===== src/rtl/huffman_encoder.sv =====
// Serial Huffman encoder: 3-bit symbols in over valid/ready, prefix codes out MSB-first, one bit per clock.
// Define HUFF_BACK2BACK_EN to also accept a symbol during the last bit of a code (gapless output).
module huffman_encoder #(
    parameter int CNT_W = 8
) (
    input  logic             clk,
    input  logic             reset,
    input  logic [2:0]       sym_in,
    input  logic             sym_valid,
    output logic             sym_ready,
    output logic             x,
    output logic             x_valid,
    output logic             err,
    output logic [CNT_W-1:0] sym_cnt
);

    typedef enum logic {
        IDLE,
        SHIFT
    } state_t;

    state_t           state_reg, state_next;
    logic [2:0]       shift_reg, shift_next;
    logic [1:0]       bit_cnt_reg, bit_cnt_next;
    logic             x_reg, x_next;
    logic             x_valid_reg, x_valid_next;
    logic             err_reg, err_next;
    logic [CNT_W-1:0] sym_cnt_reg, sym_cnt_next;

    logic [3:0] code_bits;
    logic [1:0] code_last;
    logic       code_legal;
    logic       last_bit;
    logic       accept;

    // Codes are left-aligned in code_bits; code_last is the code length minus one.
    always_comb begin
        code_bits  = 4'b0000;
        code_last  = 2'd0;
        code_legal = 1'b1;
        case (sym_in)
            3'd1:    begin code_bits = 4'b0000; code_last = 2'd0; end
            3'd3:    begin code_bits = 4'b1000; code_last = 2'd2; end
            3'd2:    begin code_bits = 4'b1010; code_last = 2'd2; end
            3'd4:    begin code_bits = 4'b1110; code_last = 2'd2; end
            3'd6:    begin code_bits = 4'b1100; code_last = 2'd3; end
            3'd5:    begin code_bits = 4'b1101; code_last = 2'd3; end
            default: code_legal = 1'b0;
        endcase
    end

    assign last_bit = (state_reg == SHIFT) && (bit_cnt_reg == 2'd0);

`ifdef HUFF_BACK2BACK_EN
    assign sym_ready = !reset && ((state_reg == IDLE) || last_bit);
`else
    assign sym_ready = !reset && (state_reg == IDLE);
`endif

    assign accept = sym_valid && sym_ready;

    always_comb begin
        state_next   = state_reg;
        shift_next   = shift_reg;
        bit_cnt_next = bit_cnt_reg;
        x_next       = 1'b0;
        x_valid_next = 1'b0;
        err_next     = 1'b0;
        sym_cnt_next = sym_cnt_reg;

        if (state_reg == SHIFT && bit_cnt_reg != 2'd0) begin
            x_next       = shift_reg[2];
            x_valid_next = 1'b1;
            shift_next   = {shift_reg[1:0], 1'b0};
            bit_cnt_next = bit_cnt_reg - 2'd1;
        end else if (state_reg == SHIFT) begin
            state_next = IDLE;
        end

        // An accept can only happen when no bits remain, so it safely overrides the shift path.
        if (accept) begin
            if (code_legal) begin
                x_next       = code_bits[3];
                x_valid_next = 1'b1;
                shift_next   = code_bits[2:0];
                bit_cnt_next = code_last;
                sym_cnt_next = sym_cnt_reg + CNT_W'(1);
                state_next   = (code_last == 2'd0) ? IDLE : SHIFT;
            end else begin
                x_next       = 1'b0;
                x_valid_next = 1'b0;
                err_next     = 1'b1;
                shift_next   = 3'b000;
                bit_cnt_next = 2'd0;
                state_next   = IDLE;
            end
        end
    end

    always_ff @(posedge clk) begin
        if (reset) begin
            state_reg   <= IDLE;
            shift_reg   <= 3'b000;
            bit_cnt_reg <= 2'd0;
            x_reg       <= 1'b0;
            x_valid_reg <= 1'b0;
            err_reg     <= 1'b0;
            sym_cnt_reg <= '0;
        end else begin
            state_reg   <= state_next;
            shift_reg   <= shift_next;
            bit_cnt_reg <= bit_cnt_next;
            x_reg       <= x_next;
            x_valid_reg <= x_valid_next;
            err_reg     <= err_next;
            sym_cnt_reg <= sym_cnt_next;
        end
    end

    assign x       = x_reg;
    assign x_valid = x_valid_reg;
    assign err     = err_reg;
    assign sym_cnt = sym_cnt_reg;

endmodule

===== config.mk =====
export PLATFORM = sky130hd
export DESIGN_NAME = huffman_encoder
export DESIGN_NICKNAME = d
export VERILOG_FILES = /design/src/rtl/huffman_encoder.sv
export SDC_FILE = /design/constraint.sdc
export NUM_CORES = 1
export LEC_CHECK = 0
export ABC_AREA = 0
export CAP_MARGIN = 0
export CELL_PAD_IN_SITES_DETAIL_PLACEMENT = 2
export CELL_PAD_IN_SITES_GLOBAL_PLACEMENT = 2
export CORE_MARGIN = 2
export CORE_UTILIZATION = 28
export DETAILED_ROUTE_END_ITERATION = 8
export PLACE_DENSITY_LB_ADDON = 0.05
export SLEW_MARGIN = 20
export SYNTH_ARGS = -nofsm -noshare
export SYNTH_HDL_FRONTEND = slang
export SYNTH_SLANG_ARGS = --single-unit

===== constraint.sdc =====
create_clock -name clk -period 2.17 [get_ports clk]
set_clock_uncertainty 0.1 [all_clocks]
set_input_delay 0.651 -clock clk [delete_from_list [all_inputs] [get_ports clk]]
set_output_delay 0.651 -clock clk [all_outputs]
set_load 0.01 [all_outputs]

==> flow_summary.toml <==
[run_status]
status = "finished with violations"
failed_checks = "design-rule violations"

[place]
placed_cells = 152
portBuffers = 17
dp_hpwl_mm = 1.86
gp_congestion = 0.751

[cts]
ctsLongestPathBuffers = 2
numCtsBuffers = 3
cts_tree = "yes"
postCtsHoldBufs = 0
insertion_delay_ns = 0.29
cts_max_level = 1
clk_pin_slew_ns = 0.10
cts.sinks = 17
root_buffer = "clkbuf_4"

[detailed_routing]
wirelength_mm = 2.39
drtAntennaViolNets = 0
initialDrtViolationCount = 20
first_pass_iters = 5
vias = 805
wl_per_cell_um = 15.2
drc = 1
viasPerCell = 5.13

[final_layout]
layout.nets = 135
syn2layout_area_growth_pct = 41.9
n_fill_cell = 327
largest_reg_flops = 8
final_core_util = 0.423
layout-drive-gt1-share = 0.214
diodes = 0
fin_cells = 157

[timing]
fmaxAchievable_ghz = 0.478
tightestPinTransition_ns = 0.373
whs_ns = 0.374
slew_headroom = 0.750
finalCritPeriodShare = 0.964
rsz0062_at_grt = "no"
period_minus_slack_ns = 2.09
fin_tns_setup_ns = 0
hold_viol = 0
setup_viol = 0
slew_viol_final = 0

[yosys]
synth_edf_count = 0
netlist_area_um2 = 836
synth_compound_area_frac = 0.135
yosys_register_bits = 17
ys.flop_type = "dfxtp_1"
syn-num-nets = 104
ys_seq_area_frac = 0.407
synth_xor_area_frac = 0.0629
synthTopCellsByCount = "17 x dfxtp_1, 12 x a21oi_1, 7 x nor2_1"
muxShareOfSynthArea = 0.0269
synth_adder_area_share = 0.0299
yosys.area.top_type_share = 0.407
async_reset_ff_frac = 0
synthSimpleGateAreaFrac = 0.283
syn_avg_cell_area_um2 = 8.71
yosysMostFrequentCell = "dfxtp_1"
synth_top_cell_by_area = "dfxtp_1"
synth_top_family_by_area = "simple AND/OR/NAND/NOR gates"
netlist-cell-type-count = 32
synth-warning-count = 0
netlist_instances = 96
synth_area_leaders = "dfxtp_1 41%, a21oi_1 7.2%, xnor2_1 5.2%"

[hold_path]
hold_path_depth = 2
worstHoldStart = "shift_reg[0]$_SDFFE_PP0P_"
worstHoldEndpoint = "shift_reg[1]$_SDFFE_PP0P_"
hold_class = "reg2reg"

[worst_setup_path]
path_max_fanout = 4
path_delay_family = "simple AND/OR/NAND/NOR gates"
startpoint = "sym_valid"
startpoint_type = "primary input"
critPathRequiredTime_ns = 2.26
r2r_end = "sym_cnt[7]$_SDFFE_PP0P_"
cp-end-kind = "flip-flop"
slowest_stage = "clkdlybuf4s50_1"
critPathBufInv = 1
ff2ff_setup_slack_ns = 0.53
r2r_cells = 4
critPathArrivalTime_ns = 2.18
r2r-start = "state_reg$_SDFFE_PP0P_"
critPathKind = "in2reg"
cp_slowest_stage_delay_ns = 0.51
crit_chain = "clkdlybuf4s50_1 > nor3b_4 > nand3_2 > nor4_4 > mux2_4"

[global_routing]
grt_pass1_wl_mm = 3.96
grt_max_degree = 18
top_usage_layer = "met2"
grt_pass1_vias = 798
antenna_found_initial = 0
grt_overflow = 0
use_met2 = 0.242
met3_usage = 0.0264
gr-usage-all-layers = 0.154
grt_use_met1 = 0.210

[die]
initial_core_util = 0.298
die_h_um = 58.6
ios = 18
num_rows = 19
die_x_um = 58.6
fp.dieArea_um2 = 3440
core-area_um2 = 2810

[power_and_ir_drop]
cellPowerDensity_nw_per_um2 = 512
p_leak_nw = 0.450
peakVddDrop_v = 0.000246

[run]
drv_cap = 0
==> report_power, final <==
part	internal (mW)	total (mW)	switching (mW)
Combinational	0.0549	0.104	0.0487
Clock	0.0715	0.175	0.104
Sequential	0.321	0.328	0.00711
==> how the worst max path moves through the flow <==
stage / end / slack (ns) / cells past startpoint
finish: sym_cnt[7]$_SDFFE_PP0P_ / 0.08 / 5
global route: sym_cnt[7]$_SDFFE_PP0P_ / 0.007 / 5
CTS: sym_ready / 0.002 / 3
detailed placement: sym_ready / -0.31 / 3
global placement: sym_ready / -0.28 / 3
floorplan: sym_ready / 0.12 / 3
==> area by class of cell <==
class / instances / area, um^2 / area share
tap: 31 / 38.8 / 0.0327
timing repair buffer: 32 / 290 / 0.245
multi-input combinational: 69 / 475 / 0.401
sequential: 17 / 340 / 0.287
inverter: 4 / 15.0 / 0.0127
clock buffer: 4 / 26.3 / 0.0222
==> through the flow <==
| stage | power (mW) | worst slack, ns | cell area [um^2] |
|---|---|---|---|
| 2_1_floorplan | 0.386 | 0.116 | 836 |
| 3_3_place_gp | 0.431 | -0.284 | 1120 |
| 3_5_place_dp | 0.434 | -0.311 | 1120 |
| 4_1_cts | 0.616 | 0.00219 | 1150 |
| 5_1_grt | 0.645 | 0.00710 | 1190 |
| 6_report | 0.607 | 0.0788 | 1190 |
==> what timing repair did <==
action,in CTS,in global routing
buffers inserted,0,1
gates resized for setup,3,8
pin swaps,0,3
setup endpoints to repair,1,5
hold endpoints to repair,0,0
==> tightest hold or removal path, cell delays in order (launching register included) <==
cell,delay [ns]
dfxtp_1,0.33
nand2_1,0.06
a21oi_1,0.05
==> cells in the final DEF, fill, tap and decap left out, types with 2 or more instances in the layout <==
master           instances
clkdlybuf4s50_1         15
inv_1                    4
dfxtp_1                 17
clkbuf_4                 3
nand3_1                  6
nor2b_1                  3
buf_4                   14
xnor2_1                  5
nand2_1                  6
nor3_1                   4
a21oi_1                 12
a31oi_1                  2
nand4_1                  2
nor2_1                   7
ha_1                     2
==> cells by family (layout without fill, tap and decap cells) <==
family                   count (synthesis)  in the layout
adder cells (fa/ha/maj)                  2              2
multiplexers                             2              2
AO/OA/AOI/OAI                           19             19
AND/OR/NAND/NOR                         40             40
buffers and inverters                   10             40
flip-flops                              17             17
XOR/XNOR                                 6              6
==> routing by layer <==
layer  vias up  wire length [um]  part of all wire
met1       396              1140              0.48
li1        398                 -                 -
met3         2                52             0.022
met4         0                15            0.0063
met2         9              1180              0.49
met5         -                 0                 0
(Power assumes the default switching activity.)
